==> config.mk <==
export PLATFORM = sky130hd
export DESIGN_NAME = gray_cnt_mon
export DESIGN_NICKNAME = d
export VERILOG_FILES = /design/src/rtl/gray_cnt_mon.sv
export SDC_FILE = /design/constraint.sdc
export NUM_CORES = 1
export LEC_CHECK = 0
export BUFFER_PORTS_ARGS = -buffer_cell sky130_fd_sc_hd__buf_4
export CORE_MARGIN = 4
export CORE_UTILIZATION = 50
export CTS_BUF_LIST = sky130_fd_sc_hd__clkbuf_8
export DETAILED_ROUTE_END_ITERATION = 6
export PLACE_DENSITY = 0.72
export SLEW_MARGIN = 20
export SYNTH_ARGS = -nofsm -noshare
export SYNTH_HDL_FRONTEND = slang
export SYNTH_SLANG_ARGS = --single-unit
==> constraint.sdc <==
create_clock -name clk -period 2.3 [get_ports clk]
set_input_delay 0.46 -clock clk [delete_from_list [all_inputs] [get_ports clk]]
set_output_delay 0.46 -clock clk [all_outputs]
set_load 0.1 [all_outputs]
==> src/rtl/gray_cnt_mon.sv <==
// gray_cnt_mon: receive-side checker/decoder for a gray-coded count bus.
// Stage 1 captures qualified gray samples. Stage 2 decodes them to binary and
// compares each value against the last accepted one. It reports holds, +1 steps,
// wraps and errors, and drops lock after ERR_LIMIT consecutive errors.
module gray_cnt_mon #(
  parameter int WIDTH     = 4,
  parameter int ERR_CNT_W = 8,
  parameter int ERR_LIMIT = 3
) (
  input  logic                 clk,
  input  logic                 rst,
  input  logic [WIDTH-1:0]     gray_in,
  input  logic                 valid_in,
  output logic [WIDTH-1:0]     bin_out,
  output logic                 bin_valid,
  output logic                 step,
  output logic                 wrap,
  output logic                 err,
  output logic [ERR_CNT_W-1:0] err_cnt,
  output logic                 locked
);

  // The consecutive-error count never needs to hold more than ERR_LIMIT-1.
  localparam int CONSEC_W = (ERR_LIMIT < 2) ? 1 : $clog2(ERR_LIMIT);
  localparam logic [CONSEC_W-1:0]  CONSEC_LAST = CONSEC_W'(ERR_LIMIT - 1);
  localparam logic [CONSEC_W-1:0]  CONSEC_ONE  = CONSEC_W'(32'd1);
  localparam logic [CONSEC_W-1:0]  CONSEC_ZERO = CONSEC_W'(32'd0);
  localparam logic [WIDTH-1:0]     BIN_ONE     = WIDTH'(32'd1);
  localparam logic [WIDTH-1:0]     BIN_ONES    = {WIDTH{1'b1}};
  localparam logic [ERR_CNT_W-1:0] ERR_ONE     = ERR_CNT_W'(32'd1);
  localparam logic [ERR_CNT_W-1:0] ERR_ONES    = {ERR_CNT_W{1'b1}};

  typedef enum logic [0:0] {
    ST_UNLOCKED = 1'b0,
    ST_LOCKED   = 1'b1
  } state_t;

  // Gray to binary: each binary bit is the XOR of all gray bits at or above it.
  function automatic logic [WIDTH-1:0] gray2bin(input logic [WIDTH-1:0] g);
    logic [WIDTH-1:0] b;
    b[WIDTH-1] = g[WIDTH-1];
    for (int i = WIDTH - 2; i >= 0; i--) begin
      b[i] = b[i+1] ^ g[i];
    end
    return b;
  endfunction

  state_t                 state_r, state_nxt_s;
  logic                   s1_valid_r;
  logic [WIDTH-1:0]       s1_gray_r;
  logic [WIDTH-1:0]       s2_bin_s;
  logic [CONSEC_W-1:0]    consec_r, consec_nxt_s;
  logic [WIDTH-1:0]       bin_nxt_s;
  logic                   bin_valid_nxt_s, step_nxt_s, wrap_nxt_s, err_nxt_s, locked_nxt_s;
  logic [ERR_CNT_W-1:0]   err_cnt_nxt_s;

  assign s2_bin_s = gray2bin(s1_gray_r);

  // Stage 1: capture the gray sample and its qualifier.
  always_ff @(posedge clk) begin
    if (rst) begin
      s1_valid_r <= 1'b0;
      s1_gray_r  <= {WIDTH{1'b0}};
    end else begin
      s1_valid_r <= valid_in;
      if (valid_in) begin
        s1_gray_r <= gray_in;
      end
    end
  end

  // Stage 2 decision: classify the decoded sample and compute the next state and outputs.
  always_comb begin
    state_nxt_s     = state_r;
    consec_nxt_s    = consec_r;
    bin_nxt_s       = bin_out;
    bin_valid_nxt_s = 1'b0;
    step_nxt_s      = 1'b0;
    wrap_nxt_s      = 1'b0;
    err_nxt_s       = 1'b0;
    err_cnt_nxt_s   = err_cnt;
    locked_nxt_s    = locked;
    if (s1_valid_r) begin
      bin_valid_nxt_s = 1'b1;
      case (state_r)
        ST_UNLOCKED: begin
          bin_nxt_s    = s2_bin_s;
          state_nxt_s  = ST_LOCKED;
          locked_nxt_s = 1'b1;
          consec_nxt_s = CONSEC_ZERO;
        end
        ST_LOCKED: begin
          if (s2_bin_s == bin_out) begin
            consec_nxt_s = CONSEC_ZERO;
          end else if (s2_bin_s == (bin_out + BIN_ONE)) begin
            bin_nxt_s    = s2_bin_s;
            step_nxt_s   = 1'b1;
            wrap_nxt_s   = (bin_out == BIN_ONES);
            consec_nxt_s = CONSEC_ZERO;
          end else begin
            bin_nxt_s = s2_bin_s;
            err_nxt_s = 1'b1;
            if (err_cnt != ERR_ONES) begin
              err_cnt_nxt_s = err_cnt + ERR_ONE;
            end else begin
              err_cnt_nxt_s = err_cnt;
            end
            if (consec_r >= CONSEC_LAST) begin
              state_nxt_s  = ST_UNLOCKED;
              locked_nxt_s = 1'b0;
              consec_nxt_s = CONSEC_ZERO;
            end else begin
              consec_nxt_s = consec_r + CONSEC_ONE;
            end
          end
        end
        default: begin
          state_nxt_s  = ST_UNLOCKED;
          locked_nxt_s = 1'b0;
          consec_nxt_s = CONSEC_ZERO;
        end
      endcase
    end else begin
      bin_valid_nxt_s = 1'b0;
    end
  end

  // Stage 2 registers: FSM state, error bookkeeping and all registered outputs.
  always_ff @(posedge clk) begin
    if (rst) begin
      state_r   <= ST_UNLOCKED;
      consec_r  <= CONSEC_ZERO;
      bin_out   <= {WIDTH{1'b0}};
      bin_valid <= 1'b0;
      step      <= 1'b0;
      wrap      <= 1'b0;
      err       <= 1'b0;
      err_cnt   <= {ERR_CNT_W{1'b0}};
      locked    <= 1'b0;
    end else begin
      state_r   <= state_nxt_s;
      consec_r  <= consec_nxt_s;
      bin_out   <= bin_nxt_s;
      bin_valid <= bin_valid_nxt_s;
      step      <= step_nxt_s;
      wrap      <= wrap_nxt_s;
      err       <= err_nxt_s;
      err_cnt   <= err_cnt_nxt_s;
      locked    <= locked_nxt_s;
    end
  end

endmodule

== Word level (Yosys, flattened, before mapping) ==
Index checks and enable logic that the tools add are counted.
Widths: inputs -> output; s select.
Storage, ports and cells
  output and inout port bits: 17
  register bits after elaboration: 25
Cells by class
  equal/unequal tests: 7
  $add $sub $neg: 3
  bitwise operators: 7
  mux-type cells: 17
  reductions and logical operators: 5
  magnitude comparators: 1
Operators by type and width (count)
  $mux 1: 9
  $add 8x1->8 const B: 1
  $eq 4x4->1: 2
  $ne 8x8->1 const B: 1
  $pmux 4 s2: 1
  $mux 2: 3
  $reduce_and 5->1: 1
  $reduce_or 5->1: 1
  $add 4x1->4 const B: 1
  $eq 4x4->1 const B: 1
  $mux 4: 1
  $ne 2x2->1 const B: 2
  $not 1->1: 4
  $pmux 1 s2: 2
  $pmux 2 s2: 1
  $reduce_and 4->1: 1
  $reduce_or 4->1: 1
  $xor 1x1->1: 3
  $add 2x1->2 const B: 1
  $ge 2x2->1 const B: 1
  $ne 2x1->1 const B: 1
  $reduce_and 2->1: 1

== Longest topological paths before layout ==
  depth in word-level cells: 7
  gate-level depth with buffers: 8
  depth with buffers taken out: 7

== Worst setup path before layout ==
OpenSTA, ideal clock, no wires.
  kind: reg-to-reg
  start: register bin_out[1]
  end: register err_cnt[2]
  buffers on the path: 1
  stages on the path, launching flop included: 8
  data arrival time: 2.456 ns
  clock period less this slack: 2.572 ns
  data required time: 2.184 ns
  path slack: -0.272 ns
  path through: dfxtp_1 > ha_1 > and3_4 > o211ai_4 > nor4bb_4 > buf_6 > a21oi_1 > a31o_1
On the way
  longest elaborated chain between the ends: 4
RTL lines
  from (decl): RTL line 14  | output logic [WIDTH-1:0] bin_out,
  from (signal assigned): RTL line 133  | bin_out <= {WIDTH{1'b0}};
  from (signal assigned): RTL line 143  | bin_out <= bin_nxt_s;
  $add 4x1->4: RTL line 95  | end else if (s2_bin_s == (bin_out + BIN_ONE)) begin
  $eq 4x4->1: RTL line 95
  $not 1->1 (no line)
  $reduce_and 5->1 (no line) *
  to (signal assigned): RTL line 138  | err_cnt <= {ERR_CNT_W{1'b0}};
  to (signal assigned): RTL line 148  | err_cnt <= err_cnt_nxt_s;
  to (decl): RTL line 19  | output logic [ERR_CNT_W-1:0] err_cnt,
Mark *: on every way between the ends. The rest lies on a longest branch, timed or not.
A chain may end at the register's enable or synchronous reset.

== Final worst setup path ==
  start: register s1_gray_r[1]
  end: register err_cnt[6]
On the way
  longest elaborated chain between the ends: 5
RTL lines
  from (decl): RTL line 50  | logic [WIDTH-1:0] s1_gray_r;
  from (signal assigned): RTL line 63  | s1_gray_r <= {WIDTH{1'b0}};
  from (signal assigned): RTL line 67  | s1_gray_r <= gray_in;
  $xor 1x1->1 *: RTL line 43  | b[i] = b[i+1] ^ g[i];
  $xor 1x1->1: RTL line 43
  $eq 4x4->1, on equally long branches: RTL line 93, 95
  $not 1->1 (no line)
  $reduce_and 5->1 (no line) *
Marked as above.

==> impl_table.tex <==
\begin{tabular}{lr}
\hline
Metric & Value \\
\hline
\multicolumn{2}{l}{\textbf{Outcome}} \\
\quad Result of the run & completed \\
\multicolumn{2}{l}{\textbf{Route}} \\
\quad Total Routed Length & 2.41 mm \\
\quad Detailed router's first-iteration violation count & 33 \\
\quad Iteration count of the initial detailed-routing pass & 4 \\
\quad Routed length on met3 & 91 um \\
\quad Met1 Wirelength & 1.19 mm \\
\quad Remaining antenna violation count & 0 \\
\quad DR top layer & met4 \\
\quad Metal2 WL & 1.08 mm \\
\quad Routed vias & 963 \\
\quad Per-cell via count in the routed design & 5.44 \\
\quad Remaining design rule violation count & 0 \\
\quad Wire length per cell & 13.6 um \\
\multicolumn{2}{l}{\textbf{Timing}} \\
\quad Number of pins with negative max-slew slack in the final report & 0 \\
\quad Crit share post-route & 0.950 \\
\quad Max Clk Rate & 458 MHz \\
\quad Worst Max-Slew Pin Slew & 0.330 ns \\
\quad Worst clock skew & 0.00296 ns \\
\quad Fin worst setup slack & 0.115 ns \\
\quad Setup repair after global routing missed its margin & false \\
\quad Aggregate negative setup slack & 0 ns \\
\quad Hold WS & 0.420 ns \\
\quad Shortest period the worst path allows & 2.19 ns \\
\quad Number of setup violations in the final report & 0 \\
\quad Hold violation count in the final report & 0 \\
\quad Relative slew slack & 0.778 \\
\multicolumn{2}{l}{\textbf{Clock network}} \\
\quad Later-pin clock latency in the skew report & 0.27 ns \\
\quad Number of H-tree levels & 1 \\
\quad Clock buffer count from CTS & 3 \\
\quad CTS tree & built \\
\quad Cts-stage hold buffer count & 0 \\
\quad Clk root buf & clkbuf\_8 \\
\quad Clk pin slew, worst setup/hold paths & 0.09 ns \\
\quad Total number of clock tree sinks & 25 \\
\quad Buffers from clock root to sink, at most & 2 \\
\multicolumn{2}{l}{\textbf{Place}} \\
\quad IO buf count & 23 \\
\quad Instance area at placement & 0.00145 sq mm \\
\quad Worst setup timing slack at the placement stage & 0.0124 ns \\
\quad Detailed Place HPWL & 1.73 mm \\
\quad GPL Wtd Cong & 0.710 \\
\quad Number of cells after detailed placement & 171 \\
\multicolumn{2}{l}{\textbf{Hold path}} \\
\quad Start point of the worst min-delay path & gray\_in[3] \\
\quad Type of the most critical hold path & in2reg \\
\quad Hold EP & s1\_gray\_r[3]\$\_SDFFE\_PP0P\_ \\
\quad Hold path cells & 3 \\
\multicolumn{2}{l}{\textbf{Synthesis}} \\
\quad FF+latch count, synth & 25 \\
\quad Number of distinct library cells after synthesis & 41 \\
\quad Post-Syn Area & 0.00127 sq mm \\
\quad Synth Instances & 125 \\
\quad Yosys Warn Count & 0 \\
\quad Mapped Avg Cell Area & 10.1 sq um \\
\quad Syn nets & 134 \\
\quad Number of synthesized flops with an enable pin & 0 \\
\quad Top flip-flop cell by instance count after synthesis & dfxtp\_1 \\
\quad Portion of the post-synthesis area used by sequential elements & 0.395 \\
\quad Async SR Flop Fraction & 0 \\
\multicolumn{2}{l}{\textbf{Power}} \\
\quad Switching portion of total power & 0.306 \\
\quad Design internal power & 0.000645 W \\
\quad P per Cell Area & 616 mW/mm\^{}2 \\
\quad Part of the power in combinational logic & 0.218 \\
\quad Switching power & 0.000285 W \\
\quad Leakage dissipation & 0.666 nW \\
\quad Max VDD drop & 0.504 mV \\
\quad Sequential Power Share & 0.500 \\
\quad Fraction of power consumed by the clock network & 0.282 \\
\multicolumn{2}{l}{\textbf{Worst setup path}} \\
\quad R2R setup slack & 0.11 ns \\
\quad Worst endpoint required time & 2.48 ns \\
\quad Critical Path Source & s1\_gray\_r[1]\$\_SDFFE\_PP0P\_ \\
\quad Setup crit end kind & flop \\
\quad Worst EP arrival & 2.37 ns \\
\quad End of the worst register-to-register path & err\_cnt[6]\$\_SDFFE\_PP0P\_ \\
\quad Worst setup path category & reg2reg \\
\quad CP max FO & 6 \\
\quad Critical path startpoint category & flop \\
\quad FF-to-FF Start & s1\_gray\_r[1]\$\_SDFFE\_PP0P\_ \\
\quad Depth of the worst register-to-register path & 6 \\
\multicolumn{2}{l}{\textbf{Layout}} \\
\quad Ant. Diodes & 0 \\
\quad Area growth from synthesis to layout & 19.2\% \\
\quad Count of placed standard cells in the final layout, fillers left out & 177 \\
\quad Total number of nets in the final design & 159 \\
\quad Storage cell area & 508 sq um \\
\quad Final non-filler cell area & 0.00151 sq mm \\
\quad Layout cells sized above 1 & 0.302 \\
\quad Area taken by multi-input logic gates & 719 sq um \\
\quad Number of fill cells & 188 \\
\multicolumn{2}{l}{\textbf{Global route}} \\
\quad Grt ovf & 0 \\
\quad Initial antenna violation count & 0 \\
\quad Overall track demand over capacity in global routing & 0.143 \\
\quad Wire length of the first global-routing pass & 3.84 mm \\
\quad Via count of the first global-routing pass & 842 \\
\quad Largest net degree at the start of global routing & 28 \\
\multicolumn{2}{l}{\textbf{Floorplan}} \\
\quad Die Y-Extent & 58.4 um \\
\quad Die Span X & 58.4 um \\
\quad Full die area & 0.00340 sq mm \\
\quad Area of the core & 0.00232 sq mm \\
\quad Cell Rows & 17 \\
\quad IO Pins & 24 \\
\quad Starting utilization of the core area & 0.547 \\
\multicolumn{2}{l}{\textbf{Run}} \\
\quad Max-cap violations & 0 \\
\hline
\end{tabular}
cell families (layout without fill, tap and decap cells):
family,after synthesis,in the layout,share of synthesized area
AO/OA/AOI/OAI,21,21,0.138
adder cells (fa/ha/maj),2,2,0.0197
multiplexers,8,8,0.0632
flip-flops,25,25,0.395
XOR/XNOR,12,12,0.0958
buffers and inverters,8,32,0.0375
AND/OR/NAND/NOR,49,49,0.251
synthesized netlist by cell type (3+ instances only):
library cell | number | share of area
dfxtp_1 | 25 | 0.39
nor2_1 | 17 | 0.050
mux2i_1 | 8 | 0.063
xnor2_1 | 8 | 0.055
a21oi_1 | 5 | 0.020
nand2b_1 | 4 | 0.020
nor2b_1 | 4 | 0.020
a211oi_1 | 3 | 0.018
a31o_1 | 3 | 0.021
nand4_1 | 3 | 0.015
xor2_1 | 3 | 0.021
what timing repair did:
item	4_1_cts	5_1_grt
endpoints found under the setup margin	1	3
pin swaps	1	0
buffers inserted	0	2
gates resized for setup	0	0
per-stage QoR:
step                       util  power [W]
after floorplan               -   0.000644
after global placement    0.625   0.000675
after detailed placement  0.625   0.000679
after CTS                 0.645   0.000936
after global routing      0.652   0.000964
final                     0.652   0.000930
cell type report:
class / count / share of cell area
Multi-Input combinational cell: 92 / 0.476
Sequential cell: 25 / 0.336
Timing Repair Buffer: 26 / 0.129
Clock buffer: 3 / 0.0273
Tap cell: 28 / 0.0232
Inverter: 2 / 0.00497
Clock inverter: 1 / 0.00331
power by group through the flow:
stage	Clock (W)	Sequential, W	Combinational [W]
2_1_floorplan	0	0.000524	0.000120
3_3_place_gp	0	0.000474	0.000200
3_5_place_dp	0	0.000475	0.000204
4_1_cts	0.000267	0.000465	0.000203
5_1_grt	0.000280	0.000468	0.000216
6_report	0.000262	0.000465	0.000203
state kept, by name (all words and copies together), names as in the netlist:
signal	flops
state_r	1
err_cnt	8
bin_out	4
err	1
s1_gray_r	4
bin_valid	1
wrap	1
s1_valid_r	1
step	1
locked	1
consec_r	2
critical path, cell delays in order (launching register included):
cell and delay, ns:
dfxtp_1 0.39, xor3_2 0.51, and3_4 0.20, o211ai_4 0.25, nor3b_4 0.33, a41oi_1 0.17, a311oi_1 0.25
cells in the final DEF, fill, tap and decap left out, types with 3 or more instances in the layout:
cell type,instances
dfxtp_2,6
nand2b_1,4
a21oi_1,5
a211oi_1,3
xnor2_1,8
dfxtp_1,19
a31o_1,3
nor2_1,17
buf_4,26
xor2_1,3
nor2b_1,4
nand4_1,3
clkbuf_8,3
mux2i_1,8
metal layers:
layer / global-route usage / up-vias
met4: 0.0596 / 0
li1: - / 493
met2: 0.207 / 18
met3: 0.0285 / 5
met1: 0.204 / 447
met5: 0 / -
how the worst max path moves through the flow:
stage | endpoint | slack [ns] | depth (start not counted)
2_1_floorplan | err_cnt[2]$_SDFFE_PP0P_ | 0.1 | 7
3_5_place_dp | err_cnt[2]$_SDFFE_PP0P_ | 0.01 | 6
5_1_grt | err_cnt[2]$_SDFFE_PP0P_ | 0.006 | 7
4_1_cts | err_cnt[7]$_SDFFE_PP0P_ | 0.06 | 6
3_3_place_gp | err_cnt[2]$_SDFFE_PP0P_ | 0.10 | 6
6_report | err_cnt[6]$_SDFFE_PP0P_ | 0.11 | 6
Power figures use the tool's default switching activity.
